--- config.mk ---
export PLATFORM = sky130hd
export DESIGN_NAME = next_pc_unit_flat
export DESIGN_NICKNAME = d
export VERILOG_FILES = /design/src/rtl/next_pc_unit_if.sv /design/src/rtl/next_pc_unit.sv /design/src/flat_wrapper.sv
export SDC_FILE = /design/constraint.sdc
export NUM_CORES = 1
export LEC_CHECK = 0
export CORE_MARGIN = 5
export CORE_UTILIZATION = 54
export CTS_CLUSTER_DIAMETER = 120
export DETAILED_ROUTE_END_ITERATION = 8
export PLACE_DENSITY = 0.82
export SLEW_MARGIN = 20
export SYNTH_ARGS = -nofsm -noshare
export SYNTH_HDL_FRONTEND = slang
export SYNTH_SLANG_ARGS = --single-unit
export TNS_END_PERCENT = 10
--- constraint.sdc ---
create_clock -name clock -period 4.7 [get_ports clock]
set_input_delay 0.47 -clock clock [delete_from_list [all_inputs] [get_ports clock]]
set_output_delay 0.47 -clock clock [all_outputs]
set_load 0.02 [all_outputs]
--- src/rtl/next_pc_unit_if.sv ---
// Next-PC bus: program-counter feedback and control-flow requests in, next PC and
// fetch-side status out. The front end drives it as master; next_pc_unit is the slave.
interface next_pc_unit_if #(
    parameter int unsigned D    = 12,
    parameter int unsigned OFFW = 8,
    parameter int unsigned CW   = 16
);
    logic [D-1:0]    pc_out;
    logic [D-1:0]    pc_added;
    logic            branch;
    logic [OFFW-1:0] branch_offset;
    logic            jump;
    logic            call;
    logic            ret;
    logic [D-1:0]    jump_target;
    logic            stall;
    logic            halt_req;

    logic [D-1:0]    pc_in;
    logic            halted;
    logic            stack_empty;
    logic            stack_full;
    logic            stack_error;
    logic [CW-1:0]   cycle_count;

    modport master (
        output pc_out, pc_added, branch, branch_offset, jump, call, ret, jump_target,
               stall, halt_req,
        input  pc_in, halted, stack_empty, stack_full, stack_error, cycle_count
    );

    modport slave (
        input  pc_out, pc_added, branch, branch_offset, jump, call, ret, jump_target,
               stall, halt_req,
        output pc_in, halted, stack_empty, stack_full, stack_error, cycle_count
    );
endinterface

--- src/rtl/next_pc_unit.sv ---
// Next-PC selection and control-flow unit. Chooses the PC that program_counter
// registers on the next edge, and owns the RUN/HALTED state, the return-address
// stack, the sticky stack error and the retired-cycle counter.
module next_pc_unit #(
    parameter int unsigned D     = 12,
    parameter int unsigned DEPTH = 4,
    parameter int unsigned OFFW  = 8,
    parameter int unsigned CW    = 16
) (
    input logic           clock,
    input logic           reset,
    next_pc_unit_if.slave bus
);
    localparam int unsigned AW = (DEPTH > 1) ? $clog2(DEPTH) : 1;
    localparam int unsigned DW = AW + 1;

    typedef enum logic [0:0] {
        StRun,
        StHalted
    } state_e;

    // Source of the next PC, decided once per cycle by request priority.
    typedef enum logic [2:0] {
        SrcZero,
        SrcHold,
        SrcAdded,
        SrcTop,
        SrcTarget,
        SrcBranch
    } src_e;

    state_e        state_q, state_d;
    logic [DW-1:0] depth_q, depth_d;
    logic          err_q, err_d;
    logic [CW-1:0] count_q, count_d;
    logic [D-1:0]  stack_q [DEPTH];

    src_e          src;
    logic          push;
    logic          pop;
    logic          err_set;
    logic          retire;
    logic          empty;
    logic          full;
    logic [AW-1:0] top_idx;
    logic [AW-1:0] push_idx;
    logic [D-1:0]  top_entry;
    logic [D-1:0]  offset_ext;
    logic [D-1:0]  branch_target;
    logic [D-1:0]  pc_next;

    assign empty    = (depth_q == '0);
    assign full     = (depth_q == DW'(DEPTH));
    assign top_idx  = AW'(depth_q - DW'(1));
    assign push_idx = AW'(depth_q);

    assign top_entry     = stack_q[top_idx];
    // Size cast of a signed value sign-extends; the add then wraps modulo 2^D.
    assign offset_ext    = D'($signed(bus.branch_offset));
    assign branch_target = bus.pc_out + offset_ext;

    // Priority decision: PC source, stack operation, error and retire strobes.
    always_comb begin
        src     = SrcAdded;
        state_d = state_q;
        push    = 1'b0;
        pop     = 1'b0;
        err_set = 1'b0;
        retire  = 1'b0;
        if (reset) begin
            src     = SrcZero;
            state_d = StRun;
        end else if (state_q == StHalted) begin
            src = SrcHold;
        end else if (bus.halt_req) begin
            // The halting instruction is not retired; PC holds.
            src     = SrcHold;
            state_d = StHalted;
        end else if (bus.stall) begin
            src = SrcHold;
        end else begin
            retire = 1'b1;
            if (bus.ret) begin
                if (!empty) begin
                    src = SrcTop;
                    pop = 1'b1;
                end else begin
                    src     = SrcAdded;
                    err_set = 1'b1;
                end
            end else if (bus.call) begin
                if (!full) begin
                    src  = SrcTarget;
                    push = 1'b1;
                end else begin
                    src     = SrcAdded;
                    err_set = 1'b1;
                end
            end else if (bus.jump) begin
                src = SrcTarget;
            end else if (bus.branch) begin
                src = SrcBranch;
            end else begin
                src = SrcAdded;
            end
        end
    end

    // Next-PC multiplexer driven by the decided source.
    always_comb begin
        pc_next = bus.pc_added;
        unique case (src)
            SrcZero:   pc_next = '0;
            SrcHold:   pc_next = bus.pc_out;
            SrcAdded:  pc_next = bus.pc_added;
            SrcTop:    pc_next = top_entry;
            SrcTarget: pc_next = bus.jump_target;
            SrcBranch: pc_next = branch_target;
            default:   pc_next = bus.pc_added;
        endcase
    end

    // Next values for depth, sticky error and retired-cycle counter.
    always_comb begin
        depth_d = depth_q;
        err_d   = err_q;
        count_d = count_q;
        if (push) begin
            depth_d = depth_q + DW'(1);
        end else if (pop) begin
            depth_d = depth_q - DW'(1);
        end
        if (err_set) begin
            err_d = 1'b1;
        end
        if (retire) begin
            count_d = count_q + CW'(1);
        end
    end

    // Control state register with synchronous reset.
    always_ff @(posedge clock) begin
        if (reset) begin
            state_q <= StRun;
            depth_q <= '0;
            err_q   <= 1'b0;
            count_q <= '0;
        end else begin
            state_q <= state_d;
            depth_q <= depth_d;
            err_q   <= err_d;
            count_q <= count_d;
        end
    end

    // Return-stack storage; entries above the depth are don't-care, so no reset.
    always_ff @(posedge clock) begin
        if (push) begin
            stack_q[push_idx] <= bus.pc_added;
        end
    end

    assign bus.pc_in       = pc_next;
    assign bus.halted      = (state_q == StHalted);
    assign bus.stack_empty = empty;
    assign bus.stack_full  = full;
    assign bus.stack_error = err_q;
    assign bus.cycle_count = count_q;
endmodule

--- src/flat_wrapper.sv ---
// flat-port wrapper written by rule: the top's interface ports become plain ports
module next_pc_unit_flat 
#(
    parameter int unsigned D     = 12,
    parameter int unsigned DEPTH = 4,
    parameter int unsigned OFFW  = 8,
    parameter int unsigned CW    = 16
)
  (clock, reset, bus_pc_out, bus_pc_added, bus_branch, bus_branch_offset, bus_jump, bus_call, bus_ret, bus_jump_target, bus_stall, bus_halt_req, bus_pc_in, bus_halted, bus_stack_empty, bus_stack_full, bus_stack_error, bus_cycle_count);
  next_pc_unit_if #(.D(D), .OFFW(OFFW), .CW(CW)) bus_i ();
  input logic clock;
  input logic reset;
  input wire logic [$bits(bus_i.pc_out)-1:0] bus_pc_out;
  input wire logic [$bits(bus_i.pc_added)-1:0] bus_pc_added;
  input wire logic [$bits(bus_i.branch)-1:0] bus_branch;
  input wire logic [$bits(bus_i.branch_offset)-1:0] bus_branch_offset;
  input wire logic [$bits(bus_i.jump)-1:0] bus_jump;
  input wire logic [$bits(bus_i.call)-1:0] bus_call;
  input wire logic [$bits(bus_i.ret)-1:0] bus_ret;
  input wire logic [$bits(bus_i.jump_target)-1:0] bus_jump_target;
  input wire logic [$bits(bus_i.stall)-1:0] bus_stall;
  input wire logic [$bits(bus_i.halt_req)-1:0] bus_halt_req;
  output wire logic [$bits(bus_i.pc_in)-1:0] bus_pc_in;
  output wire logic [$bits(bus_i.halted)-1:0] bus_halted;
  output wire logic [$bits(bus_i.stack_empty)-1:0] bus_stack_empty;
  output wire logic [$bits(bus_i.stack_full)-1:0] bus_stack_full;
  output wire logic [$bits(bus_i.stack_error)-1:0] bus_stack_error;
  output wire logic [$bits(bus_i.cycle_count)-1:0] bus_cycle_count;
  assign bus_i.pc_out = bus_pc_out;
  assign bus_i.pc_added = bus_pc_added;
  assign bus_i.branch = bus_branch;
  assign bus_i.branch_offset = bus_branch_offset;
  assign bus_i.jump = bus_jump;
  assign bus_i.call = bus_call;
  assign bus_i.ret = bus_ret;
  assign bus_i.jump_target = bus_jump_target;
  assign bus_i.stall = bus_stall;
  assign bus_i.halt_req = bus_halt_req;
  assign bus_pc_in = bus_i.pc_in;
  assign bus_halted = bus_i.halted;
  assign bus_stack_empty = bus_i.stack_empty;
  assign bus_stack_full = bus_i.stack_full;
  assign bus_stack_error = bus_i.stack_error;
  assign bus_cycle_count = bus_i.cycle_count;
  next_pc_unit #(.D(D), .DEPTH(DEPTH), .OFFW(OFFW), .CW(CW)) u_core (.clock(clock), .reset(reset), .bus(bus_i));
endmodule
# After elaboration in Yosys (flattened, before gate mapping)
# Memory sizes are Yosys's and may differ from the RTL's.
# Index checks and enable logic that the tools add are counted.
dict set report op_classes {
  addsub 4
  muxes 42
  eq_ne 5
  reduce_logical 3
}
# op n
set ops {}
lappend ops {{case mux 12 bit (5 select lines)} 1}
lappend ops {{two-way mux 3 bit} 11}
lappend ops {{two-way mux 1 bit} 30}
lappend ops {{adder 16 x 1 -> 16 bit (second input constant)} 1}
lappend ops {{adder 12 bit} 1}
lappend ops {{equality test 3 bit (second input constant)} 3}
lappend ops {{logical NOT 3 bit} 2}
lappend ops {{adder 3 x 1 -> 3 bit (second input constant)} 1}
lappend ops {{equality test 3 x 1 -> 1 bit (second input constant)} 1}
lappend ops {{equality test 3 x 2 -> 1 bit (second input constant)} 1}
lappend ops {{subtractor 3 x 1 -> 3 bit (second input constant)} 1}
lappend ops {{nonzero test 2 bit} 1}
dict set report totals {
  inputBits 52
  register_bits 21
  ram_bits 48
  output_inout_bits 32
  word_cells 59
  mem_count 1
}
# memory words word_bits read_ports rd_ports_with_merged_regs write_ports line
set memory_table {}
lappend memory_table {u_core.stack_q 4 12 1 0 1 next_pc_unit.sv:36} ;# logic [D-1:0] stack_q [DEPTH];

# Depth between registers and ports, before layout
# Gate-level depths: netlist of run 1.
dict set report logic_depth {
  ltp_word 10
  depth_mapped 11
  ltp_nobuf 7
}

# Worst setup path after synthesis of run 1
# OpenSTA, ideal clock, no wires.
dict set report synth_timing {
  path_type {flip-flop to output port}
  from {reg u_core.depth_q[0]}
  to {out bus_pc_in[0]}
  stages_incl_launch_ff 10
  setup_slack_ps 959
  t_arrival_ps 3271
  path_buffers 2
  required_ps 4230
  cell_sequence {dfxtp_1 > buf_1 > inv_1 > ha_1 > and2_1 > a211o_1 > clkbuf_1 > nor3b_1 > a222oi_1 > a31oi_1}
}
dict set report synth_via {
  elab_chain_cells 10
  elab_cells_between_ends 18
  classes_between {1 x add/sub; 5 x eq/ne; 9 x mux; 2 x reduce/logical; 1 x memory}
}
# element line
set synth_lines {}
lappend synth_lines {{start, declared} next_pc_unit.sv:33} ;# logic [DW-1:0] depth_q, depth_d;
lappend synth_lines {{start signal, assigned} next_pc_unit.sv:150} ;# depth_q <= depth_d;
lappend synth_lines {{equality test 3 bit (*)} next_pc_unit.sv:53} ;# assign full = (depth_q == DW'(DEPTH));
lappend synth_lines {{named net bus_stack_full} flat_wrapper.sv:26} ;# output wire logic [$bits(bus_i.stack_full)-1:0] bus_stack_full;
lappend synth_lines {{two-way mux 3 bit (*)} next_pc_unit.sv:92} ;# if (!full) begin
lappend synth_lines {{two-way mux 3 bit (*)} next_pc_unit.sv:91} ;# end else if (bus.call) begin
lappend synth_lines {{two-way mux 3 bit (*)} next_pc_unit.sv:83} ;# if (bus.ret) begin
lappend synth_lines {{two-way mux 3 bit (*)} next_pc_unit.sv:79} ;# end else if (bus.stall) begin
lappend synth_lines {{two-way mux 3 bit (*)} next_pc_unit.sv:75} ;# end else if (bus.halt_req) begin
lappend synth_lines {{two-way mux 3 bit (*)} next_pc_unit.sv:73} ;# end else if (state_q == StHalted) begin
lappend synth_lines {{two-way mux 3 bit (*)} next_pc_unit.sv:70} ;# if (reset) begin
lappend synth_lines {{equality test 3 bit, or another cell as far along} next_pc_unit.sv:112} ;# unique case (src)
lappend synth_lines {{case mux 12 bit (5 select lines) (*)} next_pc_unit.sv:112}
lappend synth_lines {{end, declared} flat_wrapper.sv:23} ;# output wire logic [$bits(bus_i.pc_in)-1:0] bus_pc_in;
# Mark *: on every way through the listed nets, which the timed path passes. The rest lies on a longest branch.

# Final worst setup path of run 1
dict set report layout_timing {
  from {reg u_core.depth_q[0]}
  to {out bus_pc_in[3]}
}
dict set report layout_via {
  elab_chain_cells 10
  elab_cells_between_ends 18
  classes_between {1 x add/sub; 5 x eq/ne; 9 x mux; 2 x reduce/logical; 1 x memory}
}
# element line
set layout_lines {}
lappend layout_lines {{equality test 3 bit} next_pc_unit.sv:53}
lappend layout_lines {{two-way mux 3 bit} next_pc_unit.sv:92}
lappend layout_lines {{two-way mux 3 bit} next_pc_unit.sv:91}
lappend layout_lines {{two-way mux 3 bit} next_pc_unit.sv:83}
lappend layout_lines {{two-way mux 3 bit} next_pc_unit.sv:79}
lappend layout_lines {{two-way mux 3 bit} next_pc_unit.sv:75}
lappend layout_lines {{two-way mux 3 bit} next_pc_unit.sv:73}
lappend layout_lines {{two-way mux 3 bit} next_pc_unit.sv:70}
lappend layout_lines {{equality test 3 bit, or another cell as far along} next_pc_unit.sv:112}
lappend layout_lines {{case mux 12 bit (5 select lines) (*)} next_pc_unit.sv:112}
# Mark *: on every way between the ends. The rest lies on a longest branch, timed or not.

==> results.md, run 1 <==
- Run status: completed
- Fmax: 237 MHz
- Setup Buffers After CTS: 0
- Most frequent cells in the layout: clkdlybuf4s50_1, edfxtp_1, nor2_1
- Via density: 5.98
- Fin area: 4820 µm²
- Net Sw Frac: 24.3%
- Leak Pwr: 1.68 nW
- Area Overhead vs Synth: 30.4%
- Finished Layout Cells: 490
- Worst Setup Start Kind: flop
- WL met2: 4730 µm
- Overall die height: around 93 µm
- Slowest stage delay, CP: 0.82 ns
- Hold Crit Class: flop to flop
- Total power: between 1 and 1.5 mW
- Setup violators final: 0
- CP max stage cell: nor3b_1
- Largest net degree at the start of global routing: 27
- Max-slew violation count: 0
- Sw power: about 340 µW
- Tmin final: 4.22 ns
- Final nets: 475
- CP cell instances: inv_1, ha_1, nor2b_1, o21a_1, nor3b_1, a222oi_1, a31oi_1, clkdlybuf4s50_1
- Syn_nets: ~390
- Slew HR: 32.5%
- Req. time, crit path: around 4.2 ns
- Post-Syn Instances: 322
- Placed Area: 4600 µm²
- Wire length on met3: approximately 530 µm
- Post-synth EDFFs: 48
- RePlAce Congestion: a little under 0.9
- DR pass1 iterations: 5
- Metal-1 WL: 3940 µm
- DR WL/cell: around 19 µm
- Most common cell after layout, fill and taps aside: clkdlybuf4s50_1
- Number of hold buffers added after cts: 0
- Clock Skew: 0.00464 ns
- Uppermost layer routed: met4
- Clock slew at reported path FFs: 0.08 ns
- # H-tree levels: 3
- Seq pwr share: 47.1%
- Internal power: ~1.1 mW
- Root Driver: clkbuf_8
- Worst-Margin Slew: 0.998 ns
- CTS Buf Count: 9
- Crit path max fanout: 11
- Pwr dens: 288 nW/µm²
- Clock power share: approximately two fifths
- Mapped Area: 3690 µm²
- Core outline area: between 6000 and 7000 µm²
- Max Cap Violations: 0
- Worst Path Buf+Inv: 2
- Combinational power share: around 14%
- Synth Flop Type: edfxtp_1
- Sum Neg Setup Slack: 0 ns
- IO Count: 84
- Total GRT Usage: 22.5%
- Final WL: 9280 µm
- Routed vias: around 2900
- Critical Path End Type: output pin
- Detailed router's first-iteration violation count: 178
- TritonCTS clock tree: done
- RSZ-0062 raised after global routing: no
- Hold Fails Final Rpt: 0
- Ys async rst share: 0%
- Grt ovf: 0
- Die area: 8600 µm²
- Delay-heaviest family, CP: simple AND/OR/NAND/NOR gates
- Share of cells above drive strength 1: 9.27%
- Worst VDD drop: ~0.3 mV
- Drt drc: 0
- Synth warnings: 0
- ANT nets after route: 0
- Initial antenna violation count: 0
- Vias in the first global route: 2914
- PostCTS Resize Cnt: 0
- Hpwl dp: 6930 µm
- First-pass GRT wire length: 14800 µm
- Initial core utilization: 55.0%
- Later-pin clock latency in the skew report: 0.34 ns
- Post-synthesis sequential area ratio: approximately half
- Row cnt: 30
- Unique masters post-synth: 53
- Synthesized area per cell: 11.5 µm²
- Period utilization: between 80% and 90%
- Synthesis-stage register bit count: 69
- DP Cell Count: 474
- Chip width: 92.7 µm
- Port buffer count: 83
- Number of diodes: 0
- Clk buf depth: 2
- Clock sink total: 69
- Crit Path Category: flop to output pin
- FILL cells: 470
- CP arrival: 3.75 ns
==> flip-flops by register name, summed over array words and instances (netlist names) <==
name and count:
u_core.bus.cycle_count 16, u_core.bus.halted 1, u_core.bus.stack_error 1, u_core.depth_q 3, u_core.stack_q 48
==> synthesized netlist by cell type (2+ instances only) <==
cell type,n,area share (%)
edfxtp_1,48,39
nor2_1,34,3.5
nand2_1,22,2.2
dfxtp_1,21,11
ha_1,17,5.8
a21oi_1,12,1.6
mux4_2,12,7.3
xor2_1,12,2.8
a31oi_1,10,1.7
clkbuf_1,10,1.0
xnor2_1,9,2.1
o21ai_0,8,1.1
a21o_1,7,1.4
a222oi_1,7,1.9
and2_1,7,1.2
inv_1,7,0.71
nand3_1,7,0.95
nand4_1,7,1.2
nor3_1,7,0.95
and3_1,6,1.0
buf_2,5,0.68
or3_1,4,0.68
nor4_1,3,0.51
o211a_1,3,0.81
a21bo_2,2,0.54
nand3b_1,2,0.41
nor2b_1,2,0.34
nor3b_1,2,0.41
o2111ai_1,2,0.47
o211ai_1,2,0.41
o22ai_1,2,0.34
or4_1,2,0.41
==> per-layer routing <==
| metal | up-vias | global-route usage (%) |
|---|---|---|
| met5 | - | 0 |
| li1 | 1412 | - |
| met4 | 0 | 9.04 |
| met2 | 89 | 37.9 |
| met3 | 7 | 3.74 |
| met1 | 1420 | 28.9 |
==> per-stage QoR <==
stage                     hold slack [ns]  worst slack [ns]  utilization [%]
after global routing                0.548             0.252             71.7
after CTS                           0.489             0.516             71.7
after floorplan                     0.469             0.959                -
final                               0.479             0.483             71.7
after global placement              0.483             0.775             68.4
after detailed placement            0.468             0.638             68.4
==> layout make-up <==
class | count | area (µm²) | share of cell area [%]
sequential | 69 | 1860 | 38.6
clock buffer | 9 | 124 | 2.57
clock inverter | 7 | 96.3 | 2.00
inverter | 7 | 26.3 | 0.545
multi-input combinational | 230 | 1740 | 36.1
tap | 80 | 100 | 2.08
timing repair buffer | 88 | 868 | 18.0
==> kinds of logic after synthesis <==
logic type      after synthesis  share of synthesized area [%]
simple gates                111                           15.2
flops                        69                           50.4
compound gates               67                           13.1
buf+inv                      23                           2.51
xor+xnor                     21                           4.98
fa+ha+maj                    18                           6.30
mux                          13                           7.59
==> power by group through the flow <==
stage | Combinational [mW] | Clock (mW) | Sequential [mW]
detailed placement | 0.197 | 0 | 0.668
floorplan | 0.0970 | 0 | 0.670
global route | 0.215 | 0.570 | 0.654
global placement | 0.194 | 0 | 0.668
CTS | 0.199 | 0.543 | 0.654
finish | 0.199 | 0.536 | 0.654
==> final timing paths <==
kind / slack, ns / end / startpoint / cells past startpoint
setup / recovery: 0.48 / bus_pc_in[3] / u_core.depth_q[0] / 8
hold / removal: 0.48 / u_core.bus.stack_error / u_core.bus.stack_error / 2
setup reg to reg: 1.74 / u_core.stack_q[1][10] / u_core.bus.halted / 3
hold reg to reg: 0.48 / u_core.bus.stack_error / u_core.bus.stack_error / 2
==> tightest hold or removal path, cell delays in order (launching register included) <==
cell     delay (ns)
dfxtp_1        0.33
a31oi_1        0.05
nor2_1         0.07
(Power assumes the default switching activity.)
==> run 2: changes to the inputs <==
--- a/config.mk
+++ b/config.mk
@@ -5,8 +5,10 @@
 export SDC_FILE = /design/constraint.sdc
 export NUM_CORES = 1
 export LEC_CHECK = 0
+export ABC_AREA = 1
+export ABC_CLOCK_PERIOD_IN_PS = 4700
 export CORE_MARGIN = 5
-export CORE_UTILIZATION = 54
+export CORE_UTILIZATION = 55
 export CTS_CLUSTER_DIAMETER = 120
 export DETAILED_ROUTE_END_ITERATION = 8
 export PLACE_DENSITY = 0.82
==> run 2 against run 1 <==
Effect of this change: wire length increased by 17%; largest power group unchanged; utilization increased by 0.59 points; die area increased by 7.2%; hold slack improved by 0.0054 ns; sequential share of layout area decreased by 2.9 points; synthesized cell count increased by 59%; largest cell class is now multi-input gates; sequential cell count unchanged.
==> results.md, run 2 <==
- RePlAce Congestion: 0.871 (-1.2%)
- DR pass1 iterations: 5 (unchanged)
- Number of hold buffers added after cts: 0 (unchanged)
- Clock sink total: 69 (unchanged)
- Placed Area: 4960 µm² (+7.8%)
- Max reg flops: 48 (unchanged)
- Overall die height: 96.0 µm (+3.6%)
- CP Launch Point: u_core.depth_q[0]
- Clock slew at reported path FFs: 0.07 ns (about the same)
- Finished Layout Cells: 697 (+42%)
- FILL cells: 580 (+23%)
- CP max stage cell: clkdlybuf4s50_1
- Post-synth EDFFs: 48 (unchanged)
- Mapped Area: 4070 µm² (+10%)
- Die area: 9220 µm² (+7.2%)
- DP Cell Count: 681 (+44%)
- Setup violators final: 0 (unchanged)
- Core outline area: 7210 µm² (+7.4%)
- CP cell instances: buf_4, clkinv_1, ha_1, inv_1, o21ai_0, o22ai_1, a21oi_1, nand4_1, clkdlybuf4s50_1
- Routed vias: 3810 (+30%)
- Reg2reg end: u_core.stack_q[2][6]
- Worst Setup Start Kind: flop
- Synth Flop Type: edfxtp_1
- Final nets: 663 (+40%)
- Later-pin clock latency in the skew report: 0.34 ns (about the same)
- Synth area leader: edfxtp_1
- Final core occ: 72.3% (+0.59 points)
- Final WL: 10900 µm (+17%)
- Area Overhead vs Synth: 28.2%
- Slowest stage delay, CP: 0.62 ns (-0.20 ns)
- Worst-Margin Slew: 1.06 ns (+0.0604 ns)
- Largest register by flop count: u_core.stack_q
- Detailed router's first-iteration violation count: 265 (+49%)
- Post-synthesis sequential area ratio: 45.8% (-4.6 points)
- Root Driver: clkbuf_8
- ANT nets after route: 0 (unchanged)
- Ys async rst share: 0% (unchanged)
- Yosys top cell area share: 35.4% (-3.6 points)
- Total GRT Usage: 24.8% (+2.3 points)
- Largest net degree at the start of global routing: 29 (+7.4%)
- Reg2reg path depth: 8 (+5)
- CTS Buf Count: 9 (unchanged)
- # H-tree levels: 3 (unchanged)
- Syn_nets: 581 (+48%)
- Share of cells above drive strength 1: 7.19% (-2.1 points)
- Chip width: 96.0 µm (+3.6%)
- Setup ws final: 0.802 ns (+0.319 ns)
- First-pass GRT wire length: 17300 µm (+17%)
- FF/Latch Area: 1860 µm² (unchanged)
- Via density: 5.47 (-8.5%)
- Leak Pwr: 2.06 nW (+23%)
- Total power: 1.45 mW (+4.8%)
- CP arrival: 3.43 ns (-0.32 ns)
- Clk buf depth: 2 (unchanged)
- Synthesized area per cell: 7.96 µm² (-31%)
- Pwr dens: 279 nW/µm² (-3.2%)
- R2R Setup Slk: 2.05 ns (+0.31 ns)
- Post-Syn Instances: 511 (+59%)
- Fin area: 5220 µm² (+8.3%)
- Synth cell count leaders: nand2_1, nor2_1, inv_1
- Synth warnings: 0 (unchanged)
- Number of diodes: 0 (unchanged)
- Fmax: 257 MHz (+8.2%)
- Most frequent cells in the layout: nand2_1, clkdlybuf4s50_1, nor2_1
- Critical Path End Type: output pin
- Crit path max fanout: 27 (+16)
- Grt ovf: 0 (unchanged)
- Top-count cell post-synth: nand2_1
- Worst VDD drop: 0.315 mV (+4.1%)
- DR WL/cell: 15.6 µm (-18%)
- WHS: 0.484 ns (+0.00540 ns)
- Period utilization: 82.9% (-6.8 points)
- Most common cell after layout, fill and taps aside: nand2_1
- Area of the multi-input gates: 1900 µm² (+9.0%)
- Max Cap Violations: 0 (unchanged)
- Placement Setup Slack: 0.992 ns (+0.354 ns)
- Drt drc: 0 (unchanged)
- Port buffer count: 83 (unchanged)
- TritonCTS clock tree: done
- IO Count: 84 (unchanged)
- Unique masters post-synth: 37 (-30%)
- Req. time, crit path: 4.23 ns (about the same)
- Setup Buffers After CTS: 0 (unchanged)
- Hpwl dp: 8070 µm (+16%)
- Row cnt: 31 (+3.3%)
- RSZ-0062 raised after global routing: no
- Critical path endpoint: bus_pc_in[4]
- Hold Crit Class: flop to flop
- Max-slew violation count: 0 (unchanged)
- Tmin final: 3.90 ns (-0.319 ns)
- Crit Path Category: flop to output pin
- Synth area leaders: edfxtp_1, nand2_1, dfxtp_1
- Initial core utilization: 56.4% (+1.4 points)
- Hold Fails Final Rpt: 0 (unchanged)
- Slew HR: 29.2% (-3.3 points)
- PostCTS Resize Cnt: 0 (unchanged)
- Clock Skew: 0.00913 ns (+0.00448 ns)
- Vias in the first global route: 3726 (+28%)
- Synthesis-stage register bit count: 69 (unchanged)
- Initial antenna violation count: 0 (unchanged)
- Sum Neg Setup Slack: 0 ns (unchanged)
- Hold path start: u_core.bus.stack_error
- Worst R2R Start: u_core.depth_q[0]
- Run status: completed
-- run 2: cell count changes after synthesis, moves of 9 or more --
cell     change
xor2_1       -9
a21oi_1     +11
nand4_1     +12
nand3_1     +34
mux4_2      -12
inv_1       +50
nor2_1      +26
nand2_1    +114
o21ai_0     +10
-- run 2: final cells by class --
type	instances	area share (%)
clock buffers	12	3.41
clock inverters	4	1.44
inverters	61	4.49
multi-input cells	367	36.4
flip-flops and latches	69	35.7
well taps	99	2.38
repair buffers	85	16.2
-- run 2: power breakdown --
group	switching (mW)	internal [mW]	total, mW
Sequential	0.00196	0.651	0.653
Combinational	0.118	0.0989	0.217
Clock	0.220	0.365	0.585
Total	0.340	1.11	1.45
-- run 2: cells by family after synthesis --
| group | share of synthesized area [%] |
|---|---|
| simple gates | 31.1 |
| buf+inv | 7.75 |
| flops | 45.8 |
| compound gates | 8.36 |
| fa+ha+maj | 5.72 |
| xor+xnor | 1.29 |
-- run 2: per-layer routing --
metal / global-route usage [%] / share of wire (%) / up-vias
li1: - / - / 1877
met1: 31.6 / 42 / 1771
met2: 41.1 / 50 / 137
met3: 4.46 / 6.0 / 25
met4: 10.2 / 2.5 / 0
met5: 3.57 / 0 / -
-- run 2: worst min path at each step --
stage                             endpoint  slack [ns]  cells past startpoint
floorplan                u_core.depth_q[1]        0.51                      2
global route        u_core.bus.stack_error        0.52                      1
finish              u_core.bus.stack_error        0.48                      1
CTS                 u_core.bus.stack_error        0.49                      1
detailed placement  u_core.bus.stack_error        0.47                      1
global placement    u_core.bus.stack_error        0.46                      1
-- run 2: worst max-delay path: cells and delay by family, from the launching register on --
| kind | cells | cell delay [ns] |
|---|---|---|
| AOI/OAI and AO/OA | 3 | 0.60 |
| adders and majority gates | 1 | 0.53 |
| buffers and inverters | 4 | 1.51 |
| DFF | 1 | 0.31 |
| and+or+nand+nor | 1 | 0.13 |
